===== src/rtl/fifo_reader.sv =====
// rtl/fifo_reader.sv - Upstream FIFO pop engine with 3-entry skid buffer feeding a valid/ready stream
//
// Purpose:
//   Pops an upstream FIFO that has registered read data (word valid the cycle
//   after the pop) and re-presents the words, in order, on a valid/ready
//   stream. Pops are issued only while the buffer plus the word still in
//   flight from the FIFO read register leave room, so the 3-entry buffer can
//   never overflow even if the consumer stalls at any time.
//
// Ports:
//   clk        in   rising-edge clock
//   rst        in   asynchronous active-high reset
//   fifo_empty in   upstream FIFO empty flag
//   fifo_pop   out  pop request to upstream FIFO
//   fifo_data  in   upstream read data, valid the cycle after an accepted pop
//   m_valid    out  downstream stream valid
//   m_ready    in   downstream stream ready
//   m_data     out  downstream stream data (buffer head)
//   xfer_count out  16-bit wrapping count of accepted transfers
//                   (present only with FIFO_READER_STATS_EN)
//
// Build option:
//   FIFO_READER_STATS_EN - adds the xfer_count output and its counter.

module fifo_reader #(
  parameter int WIDTH = 4
) (
  input  logic             clk,
  input  logic             rst,
  input  logic             fifo_empty,
  output logic             fifo_pop,
  input  logic [WIDTH-1:0] fifo_data,
  output logic             m_valid,
  input  logic             m_ready,
  output logic [WIDTH-1:0] m_data
`ifdef FIFO_READER_STATS_EN
  ,
  output logic [15:0]      xfer_count
`endif
);

  logic [WIDTH-1:0] mem [3];
  logic [1:0]       occ;
  logic [1:0]       rd_ptr;
  logic [1:0]       wr_ptr;
  logic             inflight;
  logic [2:0]       committed;
  logic             capture;
  logic             consume;

  // Pointers index a 3-entry ring, so they wrap 2 -> 0 rather than at 3.
  function automatic logic [1:0] ptr_inc(input logic [1:0] p);
    return (p == 2'd2) ? 2'd0 : p + 2'd1;
  endfunction

  // Slots already spoken for: words held plus the word on its way from the
  // FIFO read register. m_ready is deliberately left out so that fifo_pop
  // has no combinational dependence on the downstream consumer.
  assign committed = {1'b0, occ} + {2'b00, inflight};
  assign fifo_pop  = !fifo_empty && (committed < 3'd3) && !rst;

  assign capture = inflight;
  assign consume = m_valid && m_ready;

  // Head comes straight from the buffer registers; fifo_data never reaches
  // the stream outputs without passing through the buffer first.
  assign m_valid = (occ != 2'd0);
  assign m_data  = mem[rd_ptr];

  always_ff @(posedge clk or posedge rst) begin
    if (rst) begin
      occ      <= 2'd0;
      rd_ptr   <= 2'd0;
      wr_ptr   <= 2'd0;
      inflight <= 1'b0;
      for (int i = 0; i < 3; i++) begin
        mem[i] <= '0;
      end
    end else begin
      inflight <= fifo_pop;

      if (capture) begin
        mem[wr_ptr] <= fifo_data;
        wr_ptr      <= ptr_inc(wr_ptr);
      end

      if (consume) begin
        rd_ptr <= ptr_inc(rd_ptr);
      end

      // Capture and consume on the same edge cancel out in the occupancy.
      if (capture && !consume) begin
        occ <= occ + 2'd1;
      end else if (!capture && consume) begin
        occ <= occ - 2'd1;
      end
    end
  end

`ifdef FIFO_READER_STATS_EN
  always_ff @(posedge clk or posedge rst) begin
    if (rst) begin
      xfer_count <= 16'd0;
    end else if (consume) begin
      xfer_count <= xfer_count + 16'd1;
    end
  end
`endif

endmodule


===== config.mk =====
export PLATFORM = sky130hd
export DESIGN_NAME = fifo_reader
export DESIGN_NICKNAME = d
export VERILOG_FILES = /design/src/rtl/fifo_reader.sv
export SDC_FILE = /design/constraint.sdc
export NUM_CORES = 1
export LEC_CHECK = 0
export ABC_AREA = 1
export BUFFER_PORTS_ARGS = -buffer_cell sky130_fd_sc_hd__buf_2
export CELL_PAD_IN_SITES_DETAIL_PLACEMENT = 1
export CELL_PAD_IN_SITES_GLOBAL_PLACEMENT = 1
export CORE_MARGIN = 1
export CORE_UTILIZATION = 39
export CTS_CLUSTER_DIAMETER = 200
export CTS_CLUSTER_SIZE = 10
export DETAILED_ROUTE_END_ITERATION = 8
export GPL_ROUTABILITY_DRIVEN = 1
export PLACE_DENSITY_LB_ADDON = 0.1
export SLEW_MARGIN = 20
export SYNTH_ARGS = -nofsm -noshare
export SYNTH_HDL_FRONTEND = slang
export SYNTH_SLANG_ARGS = --single-unit

===== constraint.sdc =====
create_clock -name clk -period 1.5 [get_ports clk]
set_input_delay 0.075 -clock clk [delete_from_list [all_inputs] [get_ports clk]]
set_output_delay 0.075 -clock clk [all_outputs]
set_load 0.03 [all_outputs]

# Yosys cells after proc, flatten, opt, wreduce, memory -nomap -nowiden
# Index checks and enable logic that the tools add are counted.
dict set report op_classes {
  n_mul 0
  shifts 0
  div_mod_pow 0
  mux 10
  n_reduce_logical 12
  add_sub_neg 5
  n_bitwise 2
  eq_ne 2
  order_cmp 4
}
# cell n
set ops {}
lappend ops {{bitwise mux 12 bit} 1}
lappend ops {{two-way mux 4 bit} 3}
lappend ops {{binary-select mux 4 bit (select 2 bit)} 1}
lappend ops {{demux 4 bit (select 2 bit)} 1}
lappend ops {{two-way mux 2 bit} 4}
lappend ops {{adder 2 x 1 -> 2 bit (second input constant)} 3}
lappend ops {{greater-or-equal comparator 3 bit (second input constant)} 2}
lappend ops {{logical AND 1 bit} 6}
lappend ops {{inverter 2 -> 3 bit} 2}
lappend ops {{== test 2 bit (second input constant)} 2}
lappend ops {{zero test 1 bit} 4}
lappend ops {{nonzero test 2 bit} 2}
lappend ops {{adder 2 x 1 -> 3 bit} 1}
lappend ops {{less-than comparator 3 x 1 -> 1 bit (second input constant)} 1}
lappend ops {{less-than comparator 3 x 2 -> 1 bit (second input constant)} 1}
lappend ops {{subtractor 2 x 1 -> 2 bit (second input constant)} 1}
dict set report totals {
  mem_bits_rw 0
  latchBits 0
  input_bits 8
  out_inout_bits 6
  mem_count 0
  ff_bits 19
  mem_bits_ro 0
  word_cells 42
}

# Longest topological paths before layout
# Gate-level depths: netlist of the first run.
dict set report depth {
  depth_word 6
  ltp_mapped 9
  mapped_depth_nobuf 9
}

# Worst setup path after synthesis of the first run
# No wires, ideal clock.
dict set report synth_path {
  path_type {flip-flop to flip-flop}
  from {register inflight, in the netlist capture}
  to {register inflight, in the netlist capture}
  stages_incl_launch_ff 6
  n_path_buf 0
  t_arrival_ns 1.438
  setup_ns 0.186
  path_slack_ns -0.124
  required_ns 1.314
  period_less_slack_ns 1.624
  path_cell_list {dfrtp_1 ha_1 ha_1 nor2_1 nand2_1 a21oi_1}
}
dict set report synth_via {
  elab_chain_len 4
}
# element line
set synth_rtl {}
lappend synth_rtl {{start, declared} 46} ;# logic inflight;
lappend synth_rtl {{start signal, assigned} 80} ;# inflight <= fifo_pop;
lappend synth_rtl {{adder 2 x 1 -> 3 bit} 59} ;# assign committed = {1'b0, occ} + {2'b00, inflight};
lappend synth_rtl {{less-than comparator 3 x 2 -> 1 bit} 60} ;# assign fifo_pop = !fifo_empty && (committed < 3'd3) && !rst;
lappend synth_rtl {{logical AND 1 bit (2 in a row)} 60}
lappend synth_rtl {{via fifo_pop} 31} ;# output logic fifo_pop,
# The timed path passes the listed nets, and every way through them passes these cells.
# A chain may end at the register's enable or synchronous reset.

# Worst setup path in the final report of the first run
dict set report layout_path {
  from {register occ[0]}
  to {output fifo_pop}
}
dict set report layout_via {
  elab_chain_len 4
}
# element line
set layout_rtl {}
lappend layout_rtl {{start, declared} 43} ;# logic [1:0] occ;
lappend layout_rtl {{start signal, assigned} 93} ;# occ <= occ + 2'd1;
lappend layout_rtl {{start signal, assigned} 95} ;# occ <= occ - 2'd1;
lappend layout_rtl {{adder 2 x 1 -> 3 bit} 59}
lappend layout_rtl {{less-than comparator 3 x 2 -> 1 bit} 60}
lappend layout_rtl {{logical AND 1 bit (2 in a row)} 60}
lappend layout_rtl {{end, declared} 31}
# Every way passes these cells.

==> results of run 1 <==
## per-layer routing
layer / up-vias / track usage / share of wire
met5: - / 0 / 0
met4: 0 / 0.01471 / 0
met3: 0 / 0.05660 / 0.024
met2: 8 / 0.3634 / 0.51
met1: 365 / 0.2485 / 0.46
li1: 371 / - / -
## cell families after synthesis
logic type / Yosys count
xor+xnor: 1
fa+ha+maj: 3
flops: 19
buf+inv: 12
compound gates: 15
simple gates: 49
## power groups by stage
stage | Clock [mW] | Combinational, mW | Sequential (mW)
floorplan | 0 | 0.744 | 0.889
global placement | 0 | 0.976 | 0.921
detailed placement | 0 | 1.02 | 0.938
CTS | 0.288 | 1.13 | 0.928
global route | 0.302 | 1.27 | 0.963
finish | 0.278 | 1.14 | 0.932
## critical path, delay by kind of cell, from the launching register on
kind            cells  cell delay (ps)
fa+ha+maj           2              350
compound gates      1              160
buf+inv             1              160
flops               1              410
simple gates        2              130
## Yosys cell counts
| cell type | n |
|---|---|
| sky130_fd_sc_hd__ha_1 | 3 |
| sky130_fd_sc_hd__nand4_1 | 1 |
| sky130_fd_sc_hd__dfrtp_1 | 19 |
| sky130_fd_sc_hd__xnor2_1 | 1 |
| sky130_fd_sc_hd__nand3_1 | 14 |
| sky130_fd_sc_hd__nand2_1 | 31 |
| sky130_fd_sc_hd__inv_1 | 12 |
| sky130_fd_sc_hd__nor2_2 | 1 |
| sky130_fd_sc_hd__nor2_1 | 2 |
| sky130_fd_sc_hd__o21ai_0 | 14 |
| sky130_fd_sc_hd__a21oi_1 | 1 |
## cell usage in the layout (no fill, tap or decap)
cell,instances
sky130_fd_sc_hd__nand4_1,1
sky130_fd_sc_hd__dlygate4sd3_1,1
sky130_fd_sc_hd__o21ai_0,14
sky130_fd_sc_hd__nand3_1,14
sky130_fd_sc_hd__a21oi_2,1
sky130_fd_sc_hd__nand2_1,29
sky130_fd_sc_hd__buf_6,1
sky130_fd_sc_hd__xnor2_1,1
sky130_fd_sc_hd__clkinvlp_4,1
sky130_fd_sc_hd__clkbuf_4,4
sky130_fd_sc_hd__dfrtp_1,18
sky130_fd_sc_hd__buf_2,11
sky130_fd_sc_hd__ha_1,1
sky130_fd_sc_hd__ha_2,1
sky130_fd_sc_hd__ha_4,1
sky130_fd_sc_hd__nor2_4,2
sky130_fd_sc_hd__nor2_2,1
sky130_fd_sc_hd__buf_4,4
sky130_fd_sc_hd__inv_1,12
sky130_fd_sc_hd__dfrtp_2,1
sky130_fd_sc_hd__nand2_2,2
## area by class of cell
type	count	share of cell area
inverter	12	0.04225
timing repair buffer	18	0.1068
tap	27	0.03169
clock inverter	1	0.007042
clock buffer	3	0.02113
sequential	19	0.4472
multi-input combinational	68	0.3439
## repair_timing
item                                   in CTS  in global routing
buffers inserted                            2                  0
setup endpoints to repair                   5                  6
pin swaps                                   3                  3
hold buffers                                1                  0
gates resized for setup                     8                  5
endpoints found under the hold margin      19                  0
## through the flow
step | setup WS, ps | total power, mW | TNS (ps) | instances
final | -84.27 | 2.346 | -84.27 | 148
after global routing | -172.4 | 2.538 | -172.4 | 148
after CTS | -124.0 | 2.349 | -124.0 | 148
after detailed placement | 109.0 | 1.957 | 0 | 141
after global placement | 165.9 | 1.897 | 0 | 141
after floorplan | 4.335 | 1.634 | 0 | 99
## worst paths after layout
kind / startpoint / to / slack, ps / cells after the start
hold / removal: fifo_empty / capture / 30 / 4
max in group asynchronous: rst / rd_ptr[1] / 940 / 4
min in group asynchronous: rst / wr_ptr[0] / 330 / 4
setup / recovery: occ[0] / fifo_pop / -80 / 6
setup reg to reg: occ[0] / occ[1] / 120 / 9
hold reg to reg: mem[6] / mem[6] / 510 / 2
## sequential cells by signal (all words and copies together), names as in the netlist
signal   cells
mem         12
occ          2
rd_ptr       2
wr_ptr       2
capture      1
==> flow_metrics.py, run 1 <==
metrics = {
    "run_status": {
        "run_status": "complete, but fails checks",
        "failed_checks": "setup timing",
    },
    "sta": {
        "finalSetupViolations": 1,
        "number_of_max_slew_violations_in_the_final_report": 0,
        "relative_slew_slack": 0.7616,
        "achievable-frequency_mhz": 631.2,
        "final.setup_skew_ps": 6.934,
        "final.setup.worst_slack_ps": -84.27,
        "timing_worst_slew_pin_value_ps": 356.7,
        "period_needed_ps": 1584,
        "worst_hold_margin_ps": 26.15,
        "report.final.hold_viol_count": 0,
        "finalCritPeriodShare": 1.056,
        "rsz0062_at_grt": "yes",
    },
    "layout": {
        "diodes": 0,
        "area_growth_pct": 25.66,
        "seq_area_um2": 476.7,
        "design_area_um2": 1066,
        "final_core_utilization": 0.5325,
        "final_layout_size_suffix_gt1_frac": 0.2479,
        "fillers": 261,
        "finalNetCount": 133,
        "multi_input_area_um2": 366.6,
    },
    "cts": {
        "cts-htree-levels": 1,
        "numClockSinks": 19,
        "numCtsBuffers": 3,
        "clk-insertion-delay-late_ps": 310,
        "cts.clk_slew.worst_paths_ps": 120,
        "cts.root.buffer_cell": "sky130_fd_sc_hd__clkbuf_4",
        "cts_tree": "done",
        "buffer_depth_of_the_longest_clock_path": 2,
    },
    "synthesis": {
        "synth_top_area_share": 0.5605,
        "muxShareOfSynthArea": 0,
        "yosys.area.top_type": "sky130_fd_sc_hd__dfrtp_1",
        "yosysWarnings": 0,
        "synth_top_cells_by_area": "sky130_fd_sc_hd__dfrtp_1, sky130_fd_sc_hd__nand2_1, sky130_fd_sc_hd__nand3_1, sky130_fd_sc_hd__o21ai_0, sky130_fd_sc_hd__inv_1",
        "synth_top_family_by_area": "simple AND/OR/NAND/NOR gates",
        "synth-xor-area-share": 0.01032,
        "ys_seq_elements": 19,
        "synth_compound_area_frac": 0.08850,
        "yosysUniqueCellTypes": 11,
        "syn_inst": 99,
        "avgSynthCellArea_um2": 8.569,
        "synthSimpleGateAreaFrac": 0.2434,
        "synth_nets": 110,
        "syn_area_um2": 848.3,
        "yosys.area_share.adder": 0.04425,
        "share_of_synthesized_area_occupied_by_flip_flops_and_latches": 0.5605,
    },
    "setup_path": {
        "worst-path-max-fanout": 2,
        "crit_path_end_kind": "primary output",
        "critical_path.cell_chain": "ha_2 -> ha_4 -> nor2_2 -> nand2_1 -> a21oi_2 -> buf_6",
        "launching_element_type_of_the_critical_path": "flop",
        "worst-endpoint-arrival_ps": 1510,
        "timing.setup.critical_path_class": "reg -> out",
        "required_ps": 1420,
        "delay_of_the_slowest_critical_path_stage_ps": 410,
        "critPathSlowestCell": "sky130_fd_sc_hd__dfrtp_1",
    },
    "power_and_ir_drop": {
        "power.sequential.fraction": 0.397,
        "power.ir.vdd_worst_mv": 1.085,
        "combPwrFrac": 0.484,
        "clkPwrFrac": 0.118,
        "static-leakage-power_nw": 0.5459,
        "internal_power_mw": 1.274,
        "switching_fraction": 0.4571,
        "power.density_cell_area_nw_per_um2": 2201,
        "p_sw_mw": 1.072,
    },
    "floorplan": {
        "initial_core_util": 0.4238,
        "fp.dieArea_um2": 2366,
        "dieHeight_um": 48.64,
        "design.core.area_um2": 2002,
        "num_io_pins": 14,
        "fp.dieW_um": 48.64,
        "num_rows": 16,
    },
    "grt": {
        "grt_pass1_vias": 824,
        "wire_length_of_the_first_global_routing_pass_um": 3650,
        "grt_start_max_net_pins": 20,
        "grt_usage": 0.2017,
        "grt_overflow": 0,
        "number_of_antenna_violations_at_the_first_check_in_global_routing": 0,
    },
    "place": {
        "total_half_perimeter_wirelength_after_legalization_and_detailed_placement_um": 1513,
        "gpl.final_weighted_congestion": 0.7238,
        "placement.cell_area_um2": 965.9,
        "port_buffers": 13,
    },
    "routing": {
        "number_of_nets_still_failing_antenna_checks_after_routing": 0,
        "drt_wl_total_um": 2016,
        "post_drt_via_cell_ratio": 5.027,
        "firstDrtPassIters": 4,
        "vias": 744,
        "wl_per_cell_um": 13.62,
        "dr.first_iter.drc_count": 15,
        "residual_drc_count": 0,
    },
    "job": {
        "max-cap-violations": 0,
    },
    "worst_hold_path": {
        "worstHoldPathType": "in -> reg",
    },
}
Note: power is estimated with default switching activity, not from simulation.
==> run 2, diff against run 1 <==
--- a/config.mk
+++ b/config.mk
@@ -5,17 +5,16 @@
 export SDC_FILE = /design/constraint.sdc
 export NUM_CORES = 1
 export LEC_CHECK = 0
-export ABC_AREA = 1
 export BUFFER_PORTS_ARGS = -buffer_cell sky130_fd_sc_hd__buf_2
 export CELL_PAD_IN_SITES_DETAIL_PLACEMENT = 1
 export CELL_PAD_IN_SITES_GLOBAL_PLACEMENT = 1
 export CORE_MARGIN = 1
-export CORE_UTILIZATION = 39
+export CORE_UTILIZATION = 43
 export CTS_CLUSTER_DIAMETER = 200
 export CTS_CLUSTER_SIZE = 10
 export DETAILED_ROUTE_END_ITERATION = 8
 export GPL_ROUTABILITY_DRIVEN = 1
-export PLACE_DENSITY_LB_ADDON = 0.1
+export PLACE_DENSITY = 0.79
 export SLEW_MARGIN = 20
 export SYNTH_ARGS = -nofsm -noshare
 export SYNTH_HDL_FRONTEND = slang
==> flow_metrics.py, run 2 <==
metrics = {
    "place": {
        "gpl.final_weighted_congestion": 0.7138,
        "total_half_perimeter_wirelength_after_legalization_and_detailed_placement_um": 1280,
        "port_buffers": 13,
        "placement.cell_area_um2": 1044,
        "place_ws_ps": 26.12,
    },
    "sta": {
        "relative_slew_slack": 0.8255,
        "totalNegativeSetupSlack_ps": -187.9,
        "timing_worst_slew_pin_value_ps": 261.7,
        "achievable-frequency_mhz": 592.5,
        "report.final.hold_viol_count": 0,
        "final.setup_skew_ps": 13.26,
        "finalSetupViolations": 1,
        "worst_hold_margin_ps": 22.31,
        "rsz0062_at_grt": "yes",
        "number_of_max_slew_violations_in_the_final_report": 0,
        "finalCritPeriodShare": 1.125,
        "period_needed_ps": 1688,
        "final.setup.worst_slack_ps": -187.9,
    },
    "layout": {
        "max_flop_register": "mem",
        "largest_reg_flops": 12,
        "area_growth_pct": 31.85,
        "final_common_cell": "sky130_fd_sc_hd__dfrtp_1",
        "final_layout_size_suffix_gt1_frac": 0.5484,
        "finalNetCount": 105,
        "mostFrequentLayoutCells": "sky130_fd_sc_hd__dfrtp_1, sky130_fd_sc_hd__buf_4, sky130_fd_sc_hd__mux2_2, sky130_fd_sc_hd__buf_2",
        "diodes": 0,
        "design_area_um2": 1150,
        "fillers": 200,
    },
    "power_and_ir_drop": {
        "clkPwrFrac": 0.106,
        "power.sequential.fraction": 0.369,
        "power.ir.vdd_worst_mv": 1.219,
        "power.density_cell_area_nw_per_um2": 2209,
        "switching_fraction": 0.3998,
        "p_sw_mw": 1.016,
        "static-leakage-power_nw": 0.5382,
        "internal_power_mw": 1.525,
        "combPwrFrac": 0.525,
    },
    "floorplan": {
        "dieHeight_um": 47.04,
        "num_io_pins": 14,
        "fp.dieArea_um2": 2212,
        "initial_core_util": 0.4790,
        "num_rows": 15,
        "design.core.area_um2": 1821,
        "fp.dieW_um": 47.04,
    },
    "run_status": {
        "run_status": "complete, but fails checks",
        "failed_checks": "setup timing",
    },
    "synthesis": {
        "ys_seq_elements": 19,
        "synth.most_common_cell": "sky130_fd_sc_hd__dfrtp_1",
        "yosysUniqueCellTypes": 21,
        "syn_area_um2": 872.1,
        "syn_inst": 66,
        "share_of_synthesized_area_occupied_by_flip_flops_and_latches": 0.5452,
        "synth_top_area_share": 0.5452,
        "yosysWarnings": 0,
        "synth_async_sr_flop_share": 1.000,
        "avgSynthCellArea_um2": 13.21,
        "synth_nets": 77,
        "yosys.area.top_type": "sky130_fd_sc_hd__dfrtp_1",
        "synth_top_cells_by_count": "sky130_fd_sc_hd__dfrtp_1, sky130_fd_sc_hd__mux2_2, sky130_fd_sc_hd__o21ai_0",
        "synth-edff-count": 0,
        "synth_top_cells_by_area": "sky130_fd_sc_hd__dfrtp_1, sky130_fd_sc_hd__mux2_2, sky130_fd_sc_hd__mux2_4, sky130_fd_sc_hd__mux2i_1, sky130_fd_sc_hd__ha_1",
        "synth_ff_type": "sky130_fd_sc_hd__dfrtp_1",
    },
    "routing": {
        "dr.first_iter.drc_count": 1,
        "number_of_nets_still_failing_antenna_checks_after_routing": 0,
        "firstDrtPassIters": 3,
        "post_drt_via_cell_ratio": 5.102,
        "vias": 602,
        "drt_wl_total_um": 1897,
        "residual_drc_count": 0,
        "wl_per_cell_um": 16.08,
    },
    "setup_path": {
        "critical_path.cell_chain": "ha_2 -> ha_4 -> a2111oi_4 -> buf_4",
        "cpLargestDelayFamily": "adder cells",
        "launching_element_type_of_the_critical_path": "flop",
        "worst-endpoint-arrival_ps": 1610,
        "required_ps": 1420,
        "critPathSlowestCell": "sky130_fd_sc_hd__dfrtp_1",
        "critPathLaunch": "capture",
        "crit_path_end_kind": "primary output",
        "timing.setup.critical_path_class": "reg -> out",
        "reg2reg_to": "mem[0]",
        "reg2reg_setup_slack_ps": 60,
        "worstRegToRegCells": 5,
        "critical_path.n_buffers_inverters": 1,
        "setup.worst_path.end": "fifo_pop",
        "timing.rr.start": "capture",
        "delay_of_the_slowest_critical_path_stage_ps": 400,
        "worst-path-max-fanout": 2,
        "cp_num_cells": 4,
    },
    "grt": {
        "grt_usage": 0.2135,
        "number_of_antenna_violations_at_the_first_check_in_global_routing": 0,
        "grt_pass1_vias": 683,
        "wire_length_of_the_first_global_routing_pass_um": 3049,
        "grt_start_max_net_pins": 20,
        "grt_overflow": 0,
    },
    "job": {
        "max-cap-violations": 0,
    },
    "cts": {
        "cts.root.buffer_cell": "sky130_fd_sc_hd__clkbuf_4",
        "numClockSinks": 19,
        "cts.clk_slew.worst_paths_ps": 120,
        "clk-insertion-delay-late_ps": 300,
        "cts_tree": "done",
        "numCtsBuffers": 3,
        "cts-htree-levels": 1,
        "buffer_depth_of_the_longest_clock_path": 2,
    },
    "worst_hold_path": {
        "hp-start": "fifo_data[2]",
        "timing.hold.worst_path_depth": 2,
        "worstHoldPathType": "in -> reg",
    },
}
run 2: how the worst min path moves through the flow:
stage / end / slack (ps)
CTS: mem[2] / 10
global placement: occ[0] / 140
detailed placement: occ[0] / 140
global route: mem[2] / 5
finish: mem[2] / 20
floorplan: capture / 30
run 2: worst reg2reg max path: cells and delay by family, from the launching register on:
kind	cells	cell delay (ps)
flip-flops	1	370
buffers and inverters	3	250
multiplexers	1	310
AND/OR/NAND/NOR	1	410
run 2: stage by stage:
step,power [mW],util,instances
2_1_floorplan,1.784,-,66
3_3_place_gp,2.068,0.5732,109
3_5_place_dp,2.131,0.5732,109
4_1_cts,2.468,0.6103,117
5_1_grt,2.718,0.6316,118
6_report,2.540,0.6316,118
run 2: cells by family after synthesis:
kind of cell             count (synthesis)  synth area share
flip-flops                              19            0.5452
multiplexers                            17            0.2310
AND/OR/NAND/NOR                         11           0.07172
AO/OA/AOI/OAI                            9           0.06169
buffers and inverters                    4           0.01721
XOR/XNOR                                 3           0.03013
adder cells (fa/ha/maj)                  3           0.04305
run 2: power groups by stage:
| stage | combinational (mW) | sequential (mW) | clock (mW) |
|---|---|---|---|
| after detailed placement | 1.18 | 0.953 | 0 |
| after global placement | 1.13 | 0.934 | 0 |
| after floorplan | 0.876 | 0.908 | 0 |
| final | 1.33 | 0.938 | 0.270 |
| after global routing | 1.44 | 0.971 | 0.305 |
| after CTS | 1.25 | 0.935 | 0.280 |
run 2: area by class of cell:
class / count / area, µm² / area share
Tap cell: 25 / 31.28 / 0.02720
Multi-Input combinational cell: 43 / 441.7 / 0.3841
Sequential cell: 19 / 475.5 / 0.4135
Timing Repair Buffer: 24 / 162.7 / 0.1415
Inverter: 3 / 11.26 / 0.009793
Clock inverter: 1 / 5.005 / 0.004353
Clock buffer: 3 / 22.52 / 0.01959
run 2: metal layers:
metal  global-route usage  part of all wire  wire, µm
met1               0.2457              0.41       787
met2               0.3750              0.55      1048
met3              0.04615             0.025        48
met4               0.1029            0.0063        12
met5                    0                 0         0
run 2: timing repair:
action                                  CTS  global route
hold buffers                              2             0
gates resized for setup                   3             9
hold endpoints to repair                 20             0
buffers inserted                          2             1
cloned                                    0             0
endpoints found under the setup margin    5             5
